===== config.mk =====
export PLATFORM = sky130hd
export DESIGN_NAME = spi_pkt_rx
export DESIGN_NICKNAME = d
export VERILOG_FILES = /design/src/rtl/spi_pkt_rx.sv
export SDC_FILE = /design/constraint.sdc
export NUM_CORES = 1
export LEC_CHECK = 0
export ABC_AREA = 1
export CORE_MARGIN = 2
export CORE_UTILIZATION = 50
export CTS_CLUSTER_DIAMETER = 30
export DETAILED_ROUTE_END_ITERATION = 8
export GPL_TIMING_DRIVEN = 1
export PLACE_DENSITY = 0.84
export RECOVER_POWER = 25
export SLEW_MARGIN = 40
export SYNTH_ARGS = -nofsm -noshare
export SYNTH_HDL_FRONTEND = slang
export SYNTH_SLANG_ARGS = --single-unit

===== constraint.sdc =====
create_clock -name clk -period 4.15 [get_ports clk]
set_input_delay 0.83 -clock clk [delete_from_list [all_inputs] [get_ports clk]]
set_output_delay 0.83 -clock clk [all_outputs]
set_load 0.01 [all_outputs]

===== src/rtl/spi_pkt_rx.sv =====
// spi_pkt_rx: SPI mode-0 slave receiver, MSB-first PKT_W-bit packets into a one-entry vld/rdy register; ports clk/rst, sclk/sdi/ss serial in, pkt/vld/rdy out, busy, ovf/ferr pulses
module spi_pkt_rx #(
  parameter int PKT_W = 16,
  parameter int SYNC_STAGES = 2
) (
  input  logic             clk,
  input  logic             rst,
  input  logic             sclk,
  input  logic             sdi,
  input  logic             ss,
  output logic [PKT_W-1:0] pkt,
  output logic             vld,
  input  logic             rdy,
  output logic             busy,
  output logic             ovf,
  output logic             ferr
);
  localparam int CW = $clog2(PKT_W + 1);
  typedef enum logic [1:0] {IDLE, SHIFT, DONE} state_t;
  state_t state, state_n;
  logic [SYNC_STAGES-1:0] sclk_s, sdi_s, ss_s;
  logic sclk_p, ss_p, sclk_rise, sdi_sync, ss_sync, ss_rise;
  logic [CW-1:0] cnt, cnt_n;
  logic [PKT_W-1:0] shreg, shreg_n;
  logic extra, extra_n, commit, ferr_n;
  assign sclk_rise = sclk_s[SYNC_STAGES-1] & ~sclk_p;
  assign sdi_sync = sdi_s[SYNC_STAGES-1];
  assign ss_sync = ss_s[SYNC_STAGES-1];
  assign ss_rise = ss_sync & ~ss_p;
  assign busy = state != IDLE;
  always_ff @(posedge clk) begin
    if (rst) begin
      sclk_s <= '0;
      sdi_s <= '0;
      ss_s <= '1;
      sclk_p <= 1'b0;
      ss_p <= 1'b1;
      state <= IDLE;
      cnt <= '0;
      shreg <= '0;
      extra <= 1'b0;
      pkt <= '0;
      vld <= 1'b0;
      ovf <= 1'b0;
      ferr <= 1'b0;
    end else begin
      sclk_s <= {sclk_s[SYNC_STAGES-2:0], sclk};
      sdi_s <= {sdi_s[SYNC_STAGES-2:0], sdi};
      ss_s <= {ss_s[SYNC_STAGES-2:0], ss};
      sclk_p <= sclk_s[SYNC_STAGES-1];
      ss_p <= ss_sync;
      state <= state_n;
      cnt <= cnt_n;
      shreg <= shreg_n;
      extra <= extra_n;
      ferr <= ferr_n;
      ovf <= commit & vld & ~rdy;
      if (commit && !(vld && !rdy)) begin
        pkt <= shreg_n;
        vld <= 1'b1;
      end else if (vld && rdy) vld <= 1'b0;
    end
  end
  // ss is acted on by level: a frame opened right after reset with no sclk
  // activity closes at the ss rise with cnt==0 and raises no error.
  always_comb begin
    state_n = state;
    cnt_n = cnt;
    shreg_n = shreg;
    extra_n = extra;
    commit = 1'b0;
    ferr_n = 1'b0;
    case (state)
      IDLE: if (!ss_sync) begin
        state_n = SHIFT;
        cnt_n = '0;
      end
      SHIFT: if (ss_sync) begin
        state_n = IDLE;
        ferr_n = (cnt != '0) | (ss_rise & 1'b0);
      end else if (sclk_rise) begin
        shreg_n = {shreg[PKT_W-2:0], sdi_sync};
        cnt_n = cnt + 1'b1;
        commit = cnt_n == CW'(PKT_W);
        state_n = commit ? DONE : SHIFT;
        extra_n = 1'b0;
      end
      DONE: if (ss_sync) state_n = IDLE;
      else if (sclk_rise && !extra) begin
        ferr_n = 1'b1;
        extra_n = 1'b1;
      end
      default: state_n = IDLE;
    endcase
  end
endmodule


==> results.py, run 1 <==
metrics = {
    "place": {
        "dpl_cell_area_um2": 2600,
        "hpwl_um": 2780,
        "port-buffer-count": 25,
        "gp_congestion": 0.913,
        "place_inst": 386,
    },
    "yosys": {
        "yosysUniqueCellTypes": 30,
        "syn_nets": 330,
        "synth-seq-cells": 50,
        "syn_inst": 318,
        "synth.avg_cell_area_um2": 7.38,
        "yosysSeqAreaShare": 0.427,
        "synth_area_um2": 2350,
        "ys_warn_count": 0,
    },
    "pwr": {
        "vdd_drop_max_mv": 0.217,
        "leakagePower_nw": 1.20,
        "power_w": 0.000821,
        "powerDensity_nw_per_um2": 306,
    },
    "finish": {
        "postLayoutCellArea_um2": 2680,
        "synthToLayoutAreaGrowth_pct": 14.4,
        "final_cells": 394,
        "final_util": 0.604,
        "drive_gt1_frac": 0.123,
        "antennaDiodeCount": 0,
        "n_fill_cell": 387,
        "fin_nets": 353,
    },
    "timing": {
        "finalClockSkew_ns": 0.00762,
        "period_needed_ns": 3.02,
        "finalHoldViolCount": 0,
        "drv_slew": 0,
        "slew_headroom": 0.130,
        "setup_viol": 0,
        "setup_tns_ns": 0,
        "max_freq_mhz": 331,
        "rsz0062_at_grt": "no",
        "tightest_slew_ns": 1.30,
        "fin_crit_sh": 0.728,
    },
    "setup_path": {
        "end_kind": "flip-flop",
        "cp.required_ns": 4.35,
        "crit_fanout": 31,
        "slowest_stage": "clkbuf_1",
        "cp_data_arrival_time_ns": 3.22,
        "startpoint": "rst",
        "slowest_delay_ns": 0.95,
        "worst_setup_path_start_kind": "input port",
        "crit_family": "buffers and inverters",
        "path_cells": "clkdlybuf4s50_1 -> clkbuf_1 -> inv_1 -> nand3_1 -> nand2_1",
        "worstReg2RegStart": "state[1]",
        "regToRegSetupSlack_ns": 2.22,
        "worstSetupPathType": "in2reg",
        "cp_num_buf_inv": 3,
    },
    "clock_tree": {
        "cts_buffers": 5,
        "cts_hold_buf": 0,
        "cts_setup_buffers": 0,
        "path_clk_slew_ns": 0.09,
        "cts.path.max_buffers": 2,
        "clock-sinks": 50,
        "htreeDepth": 2,
        "cts_tree": "done",
        "clockRootBuffer": "clkbuf_8",
        "cts_resized": 0,
        "clock_latency_ns": 0.31,
    },
    "floorplanning": {
        "die_area_um2": 5260,
        "die_width_um": 72.5,
        "pin_count": 26,
        "core_um2": 4440,
        "start_util": 0.528,
        "core.rowCount": 24,
        "dieHeight_um": 72.5,
    },
    "job": {
        "drv_cap": 0,
    },
    "routing": {
        "drc": 0,
        "dr.pass1.iters": 4,
        "wirelength_um": 4070,
        "wl_per_cell_um": 10.3,
        "drtIter0Drc": 125,
        "num_vias": 1884,
        "antenna_left": 0,
        "via_per_inst": 4.78,
    },
    "grt": {
        "grt_use_total": 0.179,
        "grt_pass1_wl_um": 7420,
        "antenna_found_initial": 0,
        "first_global_vias": 1778,
        "grt_overflow": 0,
        "grt_max_degree": 32,
    },
    "min_path": {
        "hold_start": "sclk_s[0]",
        "hp-class": "reg2reg",
    },
    "run_status": {
        "status": "finished, final reports clean",
    },
}
[state kept, by name, indices dropped and copies added, names as in the netlist, 2 cells and up]
| name | cells |
|---|---|
| cnt | 5 |
| pkt | 16 |
| sclk_s | 2 |
| ss_s | 2 |
| shreg | 16 |
| state | 2 |
| sdi_s | 2 |
[logic make-up after synthesis]
logic type	count (synthesis)	share of synthesized area
AO/OA/AOI/OAI	31	0.0704
buffers and inverters	76	0.137
adder cells (fa/ha/maj)	6	0.0320
AND/OR/NAND/NOR	155	0.334
flip-flops	50	0.427
[worst paths after layout]
check	cells past startpoint	end
max	5	state[1]
min	2	sclk_s[1]
max reg2reg	9	pkt[8]
min reg2reg	2	sclk_s[1]
[worst min-delay path, cell delays in order (launching register included)]
cell and delay (ns):
dfxtp_1 0.31, inv_1 0.04, nor2_1 0.03
[cell usage in the layout (no fill, tap or decap), types with 2 or more instances in the layout]
cell type / synthesis / final
o21ai_0: 6 / 6
nand4_1: 6 / 6
inv_1: 60 / 60
nor2_8: 2 / 2
nand3_1: 15 / 15
nand2_4: 2 / 2
dfxtp_1: 50 / 50
clkdlybuf4s50_1: 0 / 25
inv_2: 4 / 4
or2_2: 2 / 2
ha_1: 6 / 6
o21ai_1: 14 / 14
clkinv_2: 1 / 2
nand2_1: 62 / 62
clkbuf_1: 3 / 2
a21oi_1: 7 / 7
nand3_4: 2 / 2
clkbuf_8: 0 / 5
nand3_2: 8 / 8
nor2_1: 44 / 44
nand2_2: 10 / 10
[cell type report]
type | instances | area (um^2) | share of cell area
Multi-Input combinational cell | 192 | 1020 | 0.382
Sequential cell | 50 | 1000 | 0.373
Clock inverter | 2 | 13.8 | 0.00513
Timing Repair Buffer | 27 | 262 | 0.0974
Inverter | 65 | 245 | 0.0914
Tap cell | 52 | 65.1 | 0.0242
Clock buffer | 6 | 72.6 | 0.0270
[per-stage QoR]
stage          setup slack [ns]  hold slack (ns)
6_report                   1.13            0.408
5_1_grt                   0.858            0.433
4_1_cts                    1.75            0.412
3_5_place_dp               1.78            0.398
3_3_place_gp               1.83            0.391
2_1_floorplan              2.48            0.388
[where the power goes]
part	total [W]	switching [W]	leakage (nW)	internal [W]
Sequential	0.000490	0.00000369	0.405	0.000486
Combinational	0.0000541	0.0000340	0.747	0.0000201
Clock	0.000276	0.000157	0.0452	0.000119
Total	0.000821	0.000195	1.20	0.000626
[cells in the mapped netlist, drive strengths merged]
| master | count | area share |
|---|---|---|
| nor2 | 47 | 0.092 |
| o21ai | 20 | 0.043 |
| nor3 | 1 | 0.0043 |
| clkinv | 1 | 0.0021 |
| or2 | 2 | 0.0053 |
| a31oi | 1 | 0.0027 |
| o31ai | 1 | 0.0032 |
| ha | 6 | 0.032 |
| nand4 | 6 | 0.016 |
| dfxtp | 50 | 0.43 |
| inv | 64 | 0.10 |
| clkbuf | 3 | 0.0048 |
| nand2 | 74 | 0.14 |
| a21oi | 8 | 0.019 |
| o211ai | 1 | 0.0032 |
| nand3 | 25 | 0.081 |
| buf | 8 | 0.027 |
[metal layers]
metal  part of all wire  vias to the layer above  track usage
li1                   -                     1008            -
met1               0.47                      816        0.227
met2               0.46                       54        0.287
met3              0.043                        6       0.0375
met4              0.021                        0       0.0905
met5                  0                        -            0
Power figures use the tool's default switching activity.
==> run 2, diff against run 1 <==
clock period = 3.1 ns   (was 4.15 ns; I/O delays follow)
==> results.py, run 2 (synthesis results as in run 1) <==
metrics = {
    "clock_tree": {
        "path_clk_slew_ns": 0.09,
        "cts_setup_buffers": 0,
        "clock-sinks": 50,
        "htreeDepth": 2,
        "clockRootBuffer": "clkbuf_8",
        "cts_tree": "done",
        "clock_latency_ns": 0.30,
        "cts_resized": 0,
        "cts_hold_buf": 0,
        "cts.path.max_buffers": 2,
        "cts_buffers": 5,
    },
    "floorplanning": {
        "start_util": 0.528,
        "dieHeight_um": 72.5,
        "die_area_um2": 5260,
        "die_width_um": 72.5,
        "core.rowCount": 24,
        "pin_count": 26,
        "core_um2": 4440,
    },
    "setup_path": {
        "cp.required_ns": 2.48,
        "crit_family": "buffers and inverters",
        "path_cells": "inv_1 -> ha_1 -> inv_1 -> clkdlybuf4s50_1",
        "crit_cells": 4,
        "slowest_delay_ns": 0.52,
        "cp_num_buf_inv": 3,
        "worstSetupPathType": "reg2out",
        "slowest_stage": "clkdlybuf4s50_1",
        "end_kind": "output port",
        "cpMostUsedCell": "inv_1",
        "worst_setup_path_start_kind": "flip-flop",
        "cp_data_arrival_time_ns": 1.55,
        "crit_fanout": 4,
        "reg2regPathDepth": 9,
    },
    "timing": {
        "finalClockSkew_ns": 0.00640,
        "setup_tns_ns": 0,
        "fin_crit_sh": 0.700,
        "period_needed_ns": 2.17,
        "worst_slack_ns": 0.930,
        "finalHoldViolCount": 0,
        "setup_viol": 0,
        "drv_slew": 0,
        "rsz0062_at_grt": "no",
        "tightest_slew_ns": 1.30,
        "slew_headroom": 0.132,
        "max_freq_mhz": 461,
    },
    "routing": {
        "wl_per_cell_um": 10.2,
        "via_per_inst": 4.74,
        "drc": 0,
        "num_vias": 1866,
        "wirelength_um": 4020,
        "antenna_left": 0,
        "dr.pass1.iters": 4,
        "drtIter0Drc": 112,
    },
    "pwr": {
        "powerDensity_nw_per_um2": 408,
        "seqPwrFrac": 0.599,
        "netSwitchingFraction": 0.235,
        "combPwrFrac": 0.066,
        "vdd_drop_max_mv": 0.294,
        "leakagePower_nw": 1.20,
        "p_clk_frac": 0.335,
        "power_w": 0.00110,
        "p_int_w": 0.000837,
        "p_sw_w": 0.000258,
    },
    "place": {
        "hpwl_um": 2740,
        "place_ws_ns": 1.06,
        "port-buffer-count": 25,
        "gp_congestion": 0.821,
    },
    "grt": {
        "antenna_found_initial": 0,
        "first_global_vias": 1802,
        "grt_pass1_wl_um": 7360,
        "grt_use_total": 0.172,
        "grt_max_degree": 31,
        "grt_overflow": 0,
    },
    "finish": {
        "synthToLayoutAreaGrowth_pct": 14.4,
        "fin_nets": 353,
        "ff_latch_area_um2": 1000,
        "drive_gt1_frac": 0.123,
        "final_cell_mix": "nand2_1, inv_1, dfxtp_1",
        "antennaDiodeCount": 0,
        "final_common_cell": "nand2_1",
        "multi_input_area_um2": 1020,
        "n_fill_cell": 398,
        "reg_top3": "pkt: 16 flops, shreg: 16 flops, cnt: 5 flops",
    },
    "run_status": {
        "status": "finished, final reports clean",
    },
    "min_path": {
        "hold-path-cell-count": 2,
        "hp-class": "reg2reg",
    },
    "job": {
        "drv_cap": 0,
    },
}
## run 2: cell types whose count changed in the layout (fill, tap and decap cells not counted), sizes merged
cell,previous run,this run
clkdlybuf4s50,25,24
dlygate4sd3,0,1
## run 2: tightest hold or removal path: stages (launching register included)
cell,delay (ns)
dfxtp_1,0.31
inv_1,0.04
nor2_1,0.03
## run 2: power groups by stage
| stage | clock network [W] | logic, W | registers [W] |
|---|---|---|---|
| 2_1_floorplan | 0 | 0.0000525 | 0.000670 |
| 3_3_place_gp | 0 | 0.0000713 | 0.000671 |
| 3_5_place_dp | 0 | 0.0000740 | 0.000671 |
| 4_1_cts | 0.000376 | 0.0000740 | 0.000656 |
| 5_1_grt | 0.000402 | 0.0000823 | 0.000658 |
| 6_report | 0.000367 | 0.0000727 | 0.000656 |
## run 2: layout make-up
type	count	area share
multi-input cells	192	0.382
flip-flops and latches	50	0.373
repair buffers	27	0.0974
inverters	65	0.0914
clock buffers	6	0.0270
well taps	52	0.0242
clock inverters	2	0.00513
## run 2: stage by stage
stage           util  hold slack [ns]  cell area (um^2)  cells
6_report       0.604            0.411              2680    394
5_1_grt        0.604            0.424              2680    394
4_1_cts        0.605            0.414              2690    394
3_5_place_dp   0.585            0.400              2600    386
3_3_place_gp   0.585            0.391              2600    386
2_1_floorplan      -            0.388              2350    318
## run 2: path summary, 6_finish.rpt
kind	from	end	slack, ns
worst min-delay path	sclk_s[0]	sclk_s[1]	0.41
worst max-delay path	state[0]	busy	0.93
worst max register to register	state[1]	pkt[6]	1.17
worst min register to register	sclk_s[0]	sclk_s[1]	0.41
## run 2: routing by layer
metal,GRT usage,part of all wire
met3,0.0333,0.046
met5,0,0
met1,0.215,0.47
met4,0.0720,0.0090
met2,0.292,0.48
==> run 3, diff against run 2 <==
clock period = 2.1 ns   (was 3.1 ns; I/O delays follow)
==> results.py, run 3 (synthesis results as in run 1) <==
metrics = {
    "run_status": {
        "status": "finished, final reports clean",
    },
    "finish": {
        "fin_nets": 354,
        "synthToLayoutAreaGrowth_pct": 15.0,
        "final_util": 0.607,
        "drive_gt1_frac": 0.126,
        "final_common_cell": "nand2_1",
        "reg_top3": "pkt: 16 flops, shreg: 16 flops, cnt: 5 flops",
        "antennaDiodeCount": 0,
        "multi_input_area_um2": 1020,
        "ff_latch_area_um2": 1000,
        "postLayoutCellArea_um2": 2700,
        "n_fill_cell": 415,
        "final_cell_mix": "nand2_1, inv_1, dfxtp_1",
    },
    "timing": {
        "fin_crit_sh": 0.941,
        "setup_viol": 0,
        "period_needed_ns": 1.98,
        "finalHoldViolCount": 0,
        "tightest_slew_ns": 0.638,
        "max_freq_mhz": 506,
        "slew_headroom": 0.574,
        "drv_slew": 0,
        "worst_slack_ns": 0.124,
        "finalClockSkew_ns": 0.00360,
        "setup_tns_ns": 0,
        "rsz0062_at_grt": "no",
    },
    "pwr": {
        "powerDensity_nw_per_um2": 594,
        "power_w": 0.00160,
        "vdd_drop_max_mv": 0.444,
        "leakagePower_nw": 1.22,
    },
    "routing": {
        "wirelength_um": 4110,
        "antenna_left": 0,
        "num_vias": 1903,
        "via_per_inst": 4.83,
        "wl_per_cell_um": 10.4,
        "drtIter0Drc": 102,
        "dr.pass1.iters": 5,
        "drc": 0,
    },
    "clock_tree": {
        "cts_resized": 0,
        "cts_hold_buf": 0,
        "cts.path.max_buffers": 2,
        "clockRootBuffer": "clkbuf_8",
        "cts_buffers": 5,
        "clock-sinks": 50,
        "htreeDepth": 2,
        "cts_tree": "done",
        "clock_latency_ns": 0.30,
        "path_clk_slew_ns": 0.09,
        "cts_setup_buffers": 0,
    },
    "place": {
        "gp_congestion": 0.800,
        "dpl_cell_area_um2": 2620,
        "place_ws_ns": 0.264,
        "hpwl_um": 2780,
        "port-buffer-count": 25,
    },
    "grt": {
        "grt_use_total": 0.179,
        "grt_pass1_wl_um": 7470,
        "antenna_found_initial": 0,
        "grt_max_degree": 31,
        "grt_overflow": 0,
        "first_global_vias": 1769,
    },
    "floorplanning": {
        "core_um2": 4440,
        "start_util": 0.528,
        "core.rowCount": 24,
        "pin_count": 26,
        "die_area_um2": 5260,
        "die_width_um": 72.5,
        "dieHeight_um": 72.5,
    },
    "setup_path": {
        "worstSetupPathType": "reg2out",
        "cp.required_ns": 1.68,
        "end_kind": "output port",
        "cp_data_arrival_time_ns": 1.56,
        "worst_setup_path_start_kind": "flip-flop",
        "regToRegSetupSlack_ns": 0.25,
        "crit_fanout": 4,
    },
    "job": {
        "drv_cap": 0,
    },
    "min_path": {
        "hp-class": "reg2reg",
    },
}
## run 3: changes by cell type in the layout (fill, tap and decap cells not counted), sizes merged
cell	before	now
buf	1	2
dlygate4sd3	1	5
clkinv	3	1
clkdlybuf4s50	24	20
clkinvlp	0	1
## run 3: cell type report
type                       instances  area share
clock buffer                       6      0.0269
clock inverter                     1     0.00278
inverter                          65      0.0909
multi-input combinational        192       0.380
sequential                        50       0.371
tap                               52      0.0241
timing repair buffer              28       0.105
## run 3: through the flow
stage | instances | hold slack [ns]
6_report | 394 | 0.407
3_5_place_dp | 387 | 0.395
2_1_floorplan | 318 | 0.388
5_1_grt | 394 | 0.420
4_1_cts | 394 | 0.408
3_3_place_gp | 387 | 0.391
## run 3: final timing paths
path	from	to	cells after the start
hold reg to reg	sdi_s[0]	sdi_s[1]	2
setup / recovery	state[0]	busy	4
hold / removal	sdi_s[0]	sdi_s[1]	2
setup reg to reg	cnt[0]	pkt[7]	10
## run 3: per-layer routing
metal	global-route usage	routed length, um	share of wire
met3	0.0417	151	0.037
met1	0.239	2080	0.51
met4	0.0679	74	0.018
met2	0.282	1800	0.44
met5	0	0	0
## run 3: critical path, stage by stage, from the launching register on
cell	delay [ns]
dfxtp_1	0.35
inv_1	0.08
ha_1	0.25
inv_1	0.06
clkdlybuf4s50_1	0.52
## run 3: where the power goes
group / leakage (nW) / total (W) / internal, W / switching, W
sequential: 0.405 / 0.000968 / 0.000961 / 0.00000686
combinational: 0.777 / 0.000108 / 0.0000397 / 0.0000686
clock: 0.0373 / 0.000526 / 0.000229 / 0.000298
total: 1.22 / 0.00160 / 0.00123 / 0.000373
